==> src/rtl/hamming_pkg.sv <==
// rtl/hamming_pkg.sv - shared types and helpers for the Hamming (16,11) encoder slice
//
// Contents:
//   state_t         sequencer state encoding
//   P0..P8          codeword bit positions of the parity bits
//   overall_parity  even parity over data bits and the four Hamming parity bits
package hamming_pkg;

  typedef enum logic [2:0] {
    IDLE  = 3'd0,
    RD_LO = 3'd1,
    RD_HI = 3'd2,
    WR_HI = 3'd3,
    WR_LO = 3'd4,
    DONE  = 3'd5
  } state_t;

  localparam int P0 = 0;
  localparam int P1 = 1;
  localparam int P2 = 2;
  localparam int P4 = 4;
  localparam int P8 = 8;

  // d[0] carries message bit d1; p = {p8, p4, p2, p1}
  function automatic logic overall_parity(input logic [10:0] d, input logic [3:0] p);
    return (^d) ^ (^p);
  endfunction

endpackage

==> src/rtl/hamming_enc16.sv <==
// rtl/hamming_enc16.sv - combinational Hamming (16,11) encoder with overall parity
//
// Ports:
//   d   in  11  message, d[0] = d1 ... d[10] = d11
//   cw  out 16  codeword {d11..d5, p8, d4..d2, p4, d1, p2, p1, p0}
module hamming_enc16
  import hamming_pkg::*;
(
  input  logic [10:0] d,
  output logic [15:0] cw
);

  logic p8, p4, p2, p1;

  always_comb begin
    // Index k-1 holds message bit dk, so d11 is d[10]
    p8 = ^d[10:4];
    p4 = (^d[10:7]) ^ (^d[3:1]);
    p2 = d[10] ^ d[9] ^ d[6] ^ d[5] ^ d[3] ^ d[2] ^ d[0];
    p1 = d[10] ^ d[8] ^ d[6] ^ d[4] ^ d[3] ^ d[1] ^ d[0];

    cw      = '0;
    cw[15:9] = d[10:4];
    cw[P8]   = p8;
    cw[7:5]  = d[3:1];
    cw[P4]   = p4;
    cw[3]    = d[0];
    cw[P2]   = p2;
    cw[P1]   = p1;
    cw[P0]   = overall_parity(d, {p8, p4, p2, p1});
  end

endmodule

==> src/rtl/hamming_enc_seq.sv <==
// rtl/hamming_enc_seq.sv - memory-mastering sequencer encoding N_MSG messages to codewords
//
// Ports:
//   clk        in   1   system clock, rising edge
//   reset      in   1   synchronous active-high reset
//   start      in   1   launch request, honoured only in IDLE or DONE
//   ack        out  1   level, high only in DONE
//   mem_addr   out  AW  data-memory byte address
//   mem_rdata  in   8   data-memory read data, valid in the same cycle as mem_addr
//   mem_we     out  1   data-memory write enable
//   mem_wdata  out  8   data-memory write data
//   busy       out  1   high while the engine owns the memory port
module hamming_enc_seq
  import hamming_pkg::*;
#(
  parameter int AW       = 8,
  parameter int SRC_BASE = 0,
  parameter int DST_BASE = 30,
  parameter int N_MSG    = 15
) (
  input  logic          clk,
  input  logic          reset,
  input  logic          start,
  output logic          ack,
  output logic [AW-1:0] mem_addr,
  input  logic [7:0]    mem_rdata,
  output logic          mem_we,
  output logic [7:0]    mem_wdata,
  output logic          busy
);

  localparam logic [AW-1:0] SRC  = AW'(SRC_BASE);
  localparam logic [AW-1:0] DST  = AW'(DST_BASE);
  localparam logic [6:0]    LAST = 7'(N_MSG - 1);

  state_t        state, state_nx;
  logic [6:0]    idx;
  logic [7:0]    lo;
  logic [2:0]    hi;
  logic [15:0]   cw;
  logic [AW-1:0] off;
  logic [AW-1:0] src_lo, src_hi, dst_lo, dst_hi;
  logic          unused_rdata_hi;

  // High message byte carries only d11..d9; the rest of the byte is junk
  assign unused_rdata_hi = ^mem_rdata[7:3];

  hamming_enc16 u_enc (
    .d  ({hi, lo}),
    .cw (cw)
  );

  // Byte pair offset, wrapping modulo 2^AW with the bases
  assign off    = AW'({idx, 1'b0});
  assign src_lo = SRC + off;
  assign src_hi = src_lo + AW'(1);
  assign dst_lo = DST + off;
  assign dst_hi = dst_lo + AW'(1);

  always_ff @(posedge clk) begin
    if (reset) state <= IDLE;
    else       state <= state_nx;
  end

  always_ff @(posedge clk) begin
    if (reset) begin
      idx <= '0;
      lo  <= '0;
      hi  <= '0;
    end else begin
      case (state)
        IDLE:    if (start) idx <= '0;
        RD_LO:   lo <= mem_rdata;
        RD_HI:   hi <= mem_rdata[2:0];
        WR_LO:   if (idx != LAST) idx <= idx + 7'd1;
        DONE:    if (start) idx <= '0;
        default: ;
      endcase
    end
  end

  always_comb begin
    state_nx  = state;
    mem_addr  = '0;
    mem_we    = 1'b0;
    mem_wdata = '0;
    ack       = 1'b0;
    busy      = 1'b0;
    case (state)
      IDLE: begin
        if (start) state_nx = RD_LO;
      end
      RD_LO: begin
        busy     = 1'b1;
        mem_addr = src_lo;
        state_nx = RD_HI;
      end
      RD_HI: begin
        busy     = 1'b1;
        mem_addr = src_hi;
        state_nx = WR_HI;
      end
      WR_HI: begin
        busy      = 1'b1;
        mem_addr  = dst_hi;
        mem_we    = 1'b1;
        mem_wdata = cw[15:8];
        state_nx  = WR_LO;
      end
      WR_LO: begin
        busy      = 1'b1;
        mem_addr  = dst_lo;
        mem_we    = 1'b1;
        mem_wdata = cw[7:0];
        state_nx  = (idx == LAST) ? DONE : RD_LO;
      end
      DONE: begin
        ack = 1'b1;
        if (start) state_nx = RD_LO;
      end
      default: state_nx = IDLE;
    endcase
  end

endmodule

==> config.mk <==
export PLATFORM = sky130hd
export DESIGN_NAME = hamming_enc_seq
export DESIGN_NICKNAME = d
export VERILOG_FILES = /design/src/rtl/hamming_pkg.sv /design/src/rtl/hamming_enc16.sv /design/src/rtl/hamming_enc_seq.sv
export SDC_FILE = /design/constraint.sdc
export NUM_CORES = 1
export LEC_CHECK = 0
export BUFFER_PORTS_ARGS = -buffer_cell sky130_fd_sc_hd__buf_2
export CORE_MARGIN = 3
export CORE_UTILIZATION = 30
export DETAILED_ROUTE_END_ITERATION = 10
export PLACE_DENSITY = 0.51
export REMOVE_ABC_BUFFERS = 1
export SLEW_MARGIN = 0
export SYNTH_ARGS = -nofsm -noshare
export SYNTH_HDL_FRONTEND = slang
export SYNTH_SLANG_ARGS = --single-unit
==> constraint.sdc <==
create_clock -name clk -period 2.3 [get_ports clk]
set_clock_uncertainty 0.15 [all_clocks]
set_input_delay 0.345 -clock clk [delete_from_list [all_inputs] [get_ports clk]]
set_output_delay 0.345 -clock clk [all_outputs]
set_load 0.01 [all_outputs]
==> results_dict.tcl, run 1 <==
set metrics [dict create \
    portBuffers 29 \
    reg2reg_to "idx[5]$_SDFFE_PP0P_" \
    setup_viol_count_final 0 \
    wl_mm 3.32 \
    crit_chain "xnor2_1 > xor2_1 > xnor2_1 > xnor2_1 > o2bb2ai_1 > buf_2" \
    fin_crit_ps 2140 \
    maxCapViolCount 0 \
    dp.cells 264 \
    synth.distinct_cells 41 \
    timing.fmax_mhz 467 \
    r2r_slack_ps 480 \
    vias 1247 \
    peakVddDrop_uv 182 \
    start_util 0.322 \
    hold_class "in2reg" \
    arrival_ps 1640 \
    cts_sinks 21 \
    drtAntennaViolNets 0 \
    syn2layout_area_growth_pct 20.2 \
    synthCells 175 \
    drt-initial-drc-count 62 \
    wire_per_inst_um 12.2 \
    startpoint_type "flip-flop" \
    grtUsageTotal 0.122 \
    antenna_found_initial 0 \
    synth-seq-cells 21 \
    grt_pass1_vias 1171 \
    ys_warn_count 0 \
    p_leak_nw 0.734 \
    fp.dieH_um 75.7 \
    overflow 0 \
    min_period_over_period 0.930 \
    placed_area_mm2 0.00166 \
    cp_max_fo 4 \
    htree_levels 1 \
    finalPower_w 0.00100 \
    setup_tns_ps 0 \
    hold_path_end "lo[4]$_SDFFE_PP0N_" \
    die_x_um 75.7 \
    min_from "mem_rdata[4]" \
    worstMarginPinSlew_ps 604 \
    antenna_cells 0 \
    crit_type "reg2out" \
    slowest_stage "dfxtp_1" \
    clockBufferDepth 2 \
    ys_seq_area_frac 0.288 \
    r2r_start "idx[4]$_SDFFE_PP0P_" \
    final_cells 272 \
    fin_area_mm2 0.00175 \
    ioPinCount 30 \
    cpLargestDelayFamily "XOR/XNOR gates" \
    crit_path_end_kind "output pin" \
    critical_path_required_ps 1800 \
    hold_viol_final 0 \
    max_stage_delay_ps 360 \
    cp_num_buf_inv 1 \
    drc 0 \
    p_per_area_mw_per_mm2 572 \
    ctsHoldBuffers 0 \
    numCtsBuffers 3 \
    gp_congestion 0.717 \
    drive_above_1_share 0.300 \
    coreArea_mm2 0.00453 \
    synth_area_mm2 0.00146 \
    grt_pass1_wl_mm 5.42 \
    grt_max_degree 18 \
    clkTransAtPathRegs_ps 80 \
    rsz0062_at_grt "no" \
    reg2reg_depth 5 \
    post_drt_via_cell_ratio 4.58 \
    maxSlewViolCount 0 \
    cts_root_buffer "clkbuf_8" \
    dr.pass1.iters 4 \
    fin_nets 222 \
    status "complete, no violations" \
    dieArea_mm2 0.00574 \
    cts_tree "done" \
    synth_area_per_cell_um2 8.34 \
    crit_top_cell "xnor2_1" \
    rows 24 \
    hold_path_depth 3 \
    dp_hpwl_mm 2.53 \
    clk_latency_ps 250 \
    relSlewSlack 0.594 \
]
-- routing by layer --
layer,share of wire,track usage,vias up
li1,-,-,660
met1,0.54,0.182,573
met2,0.43,0.177,12
met3,0.022,0.0211,2
met4,0.0081,0.0350,0
met5,0,0,-
-- cell type report --
cell class                      instances  area, um^2
Fill cell                             481        2780
Multi-Input combinational cell        136         946
Sequential cell                        21         434
Timing Repair Buffer                   39         220
Tap cell                               65        81.3
Clock buffer                            4        45.0
Inverter                                7        26.3
-- worst reg2reg max path: stages (launching register included) --
cell and delay (ps):
dfxtp_1 520, nand4b_2 250, o211ai_4 130, a2111oi_1 450, xnor2_1 170, nor2_1 50
-- repair_timing --
action	CTS	global route
buffers inserted	0	4
endpoints found under the setup margin	1	8
gates resized for setup	2	9
gates cloned	0	0
pin swaps	0	2
-- cells by family after synthesis --
logic type,count (synthesis),share of synthesized area
AO/OA/AOI/OAI,38,0.189
XOR/XNOR,25,0.150
adder cells (fa/ha/maj),3,0.0257
buffers and inverters,18,0.0669
flip-flops,21,0.288
multiplexers,10,0.0686
AND/OR/NAND/NOR,60,0.212
-- how the worst max path moves through the flow --
stage | cells past startpoint | slack [ps] | start | end
2_1_floorplan | 5 | 150 | state[2]$_SDFFE_PP0P_ | mem_addr[7]
3_3_place_gp | 8 | 260 | idx[1]$_SDFFE_PP0P_ | mem_addr[7]
3_5_place_dp | 7 | 280 | idx[0]$_SDFFE_PP0P_ | idx[5]$_SDFFE_PP0P_
4_1_cts | 5 | 90 | state[0]$_SDFFE_PP0P_ | mem_addr[4]
5_1_grt | 6 | 5 | hi[2]$_SDFFE_PP0N_ | mem_wdata[2]
6_report | 6 | 160 | hi[0]$_SDFFE_PP0N_ | mem_wdata[0]
-- layout by cell type, fill, tap and decap left out, types with 2 or more instances in the layout --
master,count
o22ai_1,3
nor2b_1,2
buf_2,29
xnor2_1,19
a211oi_1,2
dfxtp_2,5
inv_1,6
o21ai_0,9
nor3_1,2
nor2_1,28
nand3_1,3
nand2_1,9
a22o_1,6
dfxtp_1,14
dfxtp_4,2
ha_1,3
a2111oi_1,2
buf_4,10
clkbuf_8,3
a21oi_2,2
a31oi_1,3
a21oi_1,7
nand2b_1,3
xor2_1,6
mux2i_1,10
-- Yosys cell counts, drive strengths merged --
cell type,instances,share of area
xnor2,19,0.11
a21o,1,0.0051
nor3,2,0.0069
nand2b,4,0.022
nand3,3,0.010
nand3b,1,0.0051
xor2,6,0.036
a211oi,2,0.010
nor3b,2,0.014
o2bb2ai,1,0.0060
a22o,6,0.036
and3,1,0.0043
a21oi,9,0.036
buf,9,0.044
nor2b,2,0.0086
o21ai,9,0.031
or3,1,0.0077
nand2,10,0.027
o22ai,3,0.013
mux2i,10,0.069
nor4,1,0.0043
inv,7,0.018
nor2,30,0.081
o211ai,1,0.015
or2,1,0.0043
ha,3,0.026
and3b,1,0.0060
a31oi,3,0.013
clkbuf,2,0.0051
a2111oi,3,0.024
nand4b,1,0.010
dfxtp,21,0.29
-- power by group --
group | leakage, nW | switching, W | total (W) | internal (W)
registers | 0.174 | 0.0000276 | 0.000415 | 0.000387
logic | 0.537 | 0.000183 | 0.000345 | 0.000162
clock network | 0.0228 | 0.000119 | 0.000243 | 0.000123
-- sequential cells by signal, indices dropped and copies added (netlist names) --
register and count:
hi 3, idx 7, lo 8, state 3
-- through the flow --
step	hold slack, ps	util	setup WS (ps)
after floorplan	257	-	149
after global placement	395	0.366	256
after detailed placement	389	0.366	276
after CTS	166	0.376	93.8
after global routing	182	0.387	4.77
final	167	0.387	160
(Power assumes the default switching activity.)
==> inputs of run 2 (changes only) <==
RECOVER_POWER = 50   (was default)
==> results_dict.tcl, run 2 (synthesis results as in run 1) <==
set metrics [dict create \
    status "complete, no violations" \
    setup_tns_ps 0 \
    crit_path_end_kind "output pin" \
    p_leak_nw 0.720 \
    drt-initial-drc-count 52 \
    finalPower_w 0.000994 \
    rsz0062_at_grt "no" \
    nFillCells 486 \
    relSlewSlack 0.568 \
    drive_above_1_share 0.266 \
    rows 24 \
    fin_nets 222 \
    worstMarginPinSlew_ps 647 \
    final_cell_mix "29 x nor2_1, 27 x buf_2, 19 x xnor2_1" \
    startpoint_type "flip-flop" \
    maxCapViolCount 0 \
    coreArea_mm2 0.00453 \
    maxSlewViolCount 0 \
    antenna_found_initial 0 \
    p_sw_frac 0.329 \
    start_util 0.322 \
    p_per_area_mw_per_mm2 578 \
    cpLargestDelayFamily "XOR/XNOR gates" \
    largest_register "lo" \
    cts_sinks 21 \
    grtUsageTotal 0.122 \
    final_common_cell "nor2_1" \
    min_period_over_period 0.929 \
    overflow 0 \
    die_x_um 75.7 \
    fin_crit_ps 2140 \
    setup_viol_count_final 0 \
    largest_register_ffs 8 \
    grt_pass1_wl_mm 5.42 \
    arrival_ps 1640 \
    gp_congestion 0.717 \
    clkTransAtPathRegs_ps 80 \
    slowest_stage "dfxtp_1" \
    crit_chain "xnor2_1 > xor2_1 > xnor2_1 > xnor2_1 > o2bb2ai_1 > buf_2" \
    cts_tree "done" \
    numCtsBuffers 3 \
    hold_class "in2reg" \
    portBuffers 29 \
    vias 1267 \
    fp.dieH_um 75.7 \
    power.internal_w 0.000667 \
    peakVddDrop_uv 182 \
    drc 0 \
    wire_per_inst_um 12.3 \
    clk_latency_ps 260 \
    cts_root_buffer "clkbuf_8" \
    crit_top_cell "xnor2_1" \
    critical_path_required_ps 1800 \
    cp_num_buf_inv 1 \
    ioPinCount 30 \
    dp_hpwl_mm 2.53 \
    clockPowerShare 0.244 \
    grt_max_degree 18 \
    cp_max_fo 4 \
    max_stage_delay_ps 360 \
    wl_mm 3.35 \
    htree_levels 1 \
    crit_type "reg2out" \
    antenna_cells 0 \
    reg_top3 "lo x8, idx x7" \
    post_drt_via_cell_ratio 4.66 \
    pwr-share-comb 0.338 \
    grt_pass1_vias 1171 \
    drtAntennaViolNets 0 \
    syn2layout_area_growth_pct 18.0 \
    clockBufferDepth 2 \
    hold_viol_final 0 \
    pwr-share-seq 0.417 \
    power.switching_w 0.000327 \
    dr.pass1.iters 5 \
    timing.fmax_mhz 468 \
    dieArea_mm2 0.00574 \
]
[run 2: cell types whose count changed in the layout (fill, tap and decap cells not counted), sizes merged]
cell | previous run | this run
buf | 39 | 36
clkbuf | 4 | 7
[run 2: worst paths after layout]
| kind | start | end | slack (ps) | depth (start not counted) |
|---|---|---|---|---|
| setup reg to reg | idx[5]$_SDFFE_PP0P_ | idx[1]$_SDFFE_PP0P_ | 280 | 5 |
| setup / recovery | hi[0]$_SDFFE_PP0N_ | mem_wdata[0] | 160 | 6 |
| hold / removal | mem_rdata[4] | lo[4]$_SDFFE_PP0N_ | 170 | 3 |
| hold reg to reg | idx[1]$_SDFFE_PP0P_ | idx[1]$_SDFFE_PP0P_ | 380 | 2 |
[run 2: power by group through the flow]
stage / Clock [W] / Combinational (W) / Sequential [W]
3_5_place_dp: 0 / 0.000323 / 0.000426
4_1_cts: 0.000250 / 0.000324 / 0.000418
5_1_grt: 0.000271 / 0.000376 / 0.000419
6_report: 0.000243 / 0.000336 / 0.000415
2_1_floorplan: 0 / 0.000235 / 0.000426
3_3_place_gp: 0 / 0.000324 / 0.000426
[run 2: metal layers]
| metal | wire [um] | global-route usage | vias to the layer above |
|---|---|---|---|
| li1 | - | - | 660 |
| met1 | 1810 | 0.182 | 585 |
| met2 | 1440 | 0.177 | 18 |
| met3 | 80 | 0.0211 | 4 |
| met4 | 24 | 0.0350 | 0 |
| met5 | 0 | 0 | - |
[run 2: area by class of cell]
cell class / count / area, um^2 / share of cell area
clock buffers: 4 / 45.0 / 0.0262
inverters: 7 / 26.3 / 0.0153
multi-input cells: 136 / 921 / 0.535
flip-flops and latches: 21 / 434 / 0.252
well taps: 65 / 81.3 / 0.0472
repair buffers: 39 / 214 / 0.124
[run 2: worst reg2reg max path: cells and delay by family (launching register included)]
kind | cells | cell delay, ps
flops | 1 | 390
simple gates | 2 | 610
compound gates | 3 | 820
[run 2: per-stage QoR]
stage                     worst slack (ps)  hold slack (ps)  instances  utilization  area (um^2)
after floorplan                        149              257        164            -         1390
after global placement                 256              395        264        0.366         1660
after detailed placement               276              389        264        0.366         1660
after CTS                             93.8              166        268        0.376         1710
after global routing                  4.77              183        272        0.380         1720
final                                  163              167        272        0.380         1720
[run 2: timing repair]
action | CTS | global route
resized for setup | 2 | 9
setup endpoints to repair | 1 | 8
hold buffers | 0 | 0
pin swaps | 0 | 2
setup buffers | 0 | 4
==> inputs of run 3 (changes only) <==
SETUP_SLACK_MARGIN = 0.3   (was default)
==> results_dict.tcl, run 3 (synthesis results as in run 1) <==
set metrics [dict create \
    status "complete, no violations" \
    final_cell_mix "29 x buf_2, 26 x nor2_1, 22 x buf_4" \
    dieArea_mm2 0.00574 \
    overflow 0 \
    grt_pass1_wl_mm 6.00 \
    antenna_found_initial 0 \
    portBuffers 29 \
    crit_path_end_kind "output pin" \
    wl_mm 4.35 \
    r2r_start "idx[1]$_SDFFE_PP0P_" \
    setup_tns_ps 0 \
    regArea_um2 458 \
    hold_class "in2reg" \
    power.internal_w 0.000807 \
    maxCapViolCount 0 \
    p_sw_frac 0.348 \
    crit_type "reg2out" \
    clockPowerShare 0.198 \
    coreArea_mm2 0.00453 \
    drive_above_1_share 0.524 \
    multi_input_area_mm2 0.00125 \
    maxSlewViolCount 0 \
    cp_num_buf_inv 2 \
    grt_max_degree 18 \
    fin_crit_ps 2180 \
    grt_pass1_vias 1276 \
    arrival_ps 1680 \
    crit_chain "clkbuf_2 > nand2_1 > or2_2 > o2bb2ai_1 > buf_2" \
    p_leak_nw 0.898 \
    die_x_um 75.7 \
    ioPinCount 30 \
    largest_register "lo" \
    cts_tree "done" \
    post_drt_via_cell_ratio 4.91 \
    place_ws_ps 276 \
    wire_per_inst_um 14.8 \
    reg_top3 "lo x8, idx x7" \
    cpLargestDelayFamily "buffers and inverters" \
    dp_hpwl_mm 2.53 \
    ctsHoldBuffers 0 \
    drt-initial-drc-count 118 \
    cts_root_buffer "clkbuf_8" \
    clk_latency_ps 260 \
    dr.pass1.iters 4 \
    pwr-share-comb 0.457 \
    setup_viol_count_final 0 \
    slowest_stage "dfxtp_2" \
    syn2layout_area_growth_pct 54.3 \
    clockBufferDepth 2 \
    start_util 0.322 \
    peakVddDrop_uv 198 \
    power.switching_w 0.000431 \
    vias 1444 \
    htree_levels 1 \
    rsz0062_at_grt "yes" \
    rows 24 \
    cp-startpoint "state[2]$_SDFFE_PP0P_" \
    min_period_over_period 0.947 \
    p_per_area_mw_per_mm2 550 \
    startpoint_type "flip-flop" \
    timing.fmax_mhz 459 \
    antenna_cells 0 \
    relSlewSlack 0.552 \
    grtUsageTotal 0.137 \
    cp_max_fo 10 \
    drtAntennaViolNets 0 \
    drc 0 \
    pwr-share-seq 0.345 \
    clkTransAtPathRegs_ps 80 \
    fin_nets 244 \
    min_from "mem_rdata[4]" \
    final.setup.worst_slack_ps 122 \
    largest_register_ffs 8 \
    max_stage_delay_ps 380 \
    fp.dieH_um 75.7 \
    final_common_cell "buf_2" \
    cts_sinks 21 \
    hold_viol_final 0 \
    gp_congestion 0.717 \
    nFillCells 411 \
    critical_path_required_ps 1800 \
    numCtsBuffers 3 \
    worstMarginPinSlew_ps 666 \
]
-- run 3: cell types whose count changed in the layout (fill, tap and decap cells not counted), sizes merged --
cell,change
buf,+21
nor2,+1
-- run 3: power by group through the flow --
stage          Sequential [W]  Combinational (W)  Clock (W)
6_report             0.000427           0.000566   0.000245
3_5_place_dp         0.000426           0.000323          0
2_1_floorplan        0.000426           0.000235          0
4_1_cts              0.000423           0.000417   0.000250
5_1_grt              0.000431           0.000604   0.000271
3_3_place_gp         0.000426           0.000324          0
-- run 3: path summary, 6_finish.rpt --
check	end	slack (ps)	cells after the start
setup reg to reg	idx[6]$_SDFFE_PP0P_	210	8
setup / recovery	mem_wdata[0]	120	5
hold reg to reg	lo[2]$_SDFFE_PP0N_	420	2
hold / removal	lo[4]$_SDFFE_PP0N_	170	3
-- run 3: layout make-up --
cell class	count	share of cell area
multi-input cells	137	0.554
flip-flops and latches	21	0.203
repair buffers	60	0.173
well taps	65	0.0361
clock buffers	4	0.0200
inverters	7	0.0128
-- run 3: worst register-to-register path, stage by stage, from the launching register on --
cell and delay [ps]:
dfxtp_1 360, buf_6 140, buf_4 140, ha_1 170, nand4b_1 190, o211ai_4 150
a2111oi_1 480, xnor2_1 170, nor2_1 50
-- run 3: stage by stage --
stage               cells  instance area [um^2]  power, W  hold WS, ps  utilization
floorplan             164                  1390  0.000661          257            -
global placement      264                  1660  0.000750          395        0.366
detailed placement    264                  1660  0.000749          389        0.366
CTS                   282                  1960   0.00109          166        0.432
global route          294                  2250   0.00131          181        0.496
finish                294                  2250   0.00124          172        0.496
-- run 3: timing repair --
action                     4_1_cts  5_1_grt
setup endpoints to repair       14       12
setup buffers                   14       11
gates resized for setup         37       51
pin swaps                       11       25
cloned                           0        1
-- run 3: layer usage --
| metal | track usage | wire (um) |
|---|---|---|
| met5 | 0 | 0 |
| met4 | 0.0505 | 115 |
| met3 | 0.0237 | 197 |
| met2 | 0.208 | 2080 |
| met1 | 0.193 | 1960 |
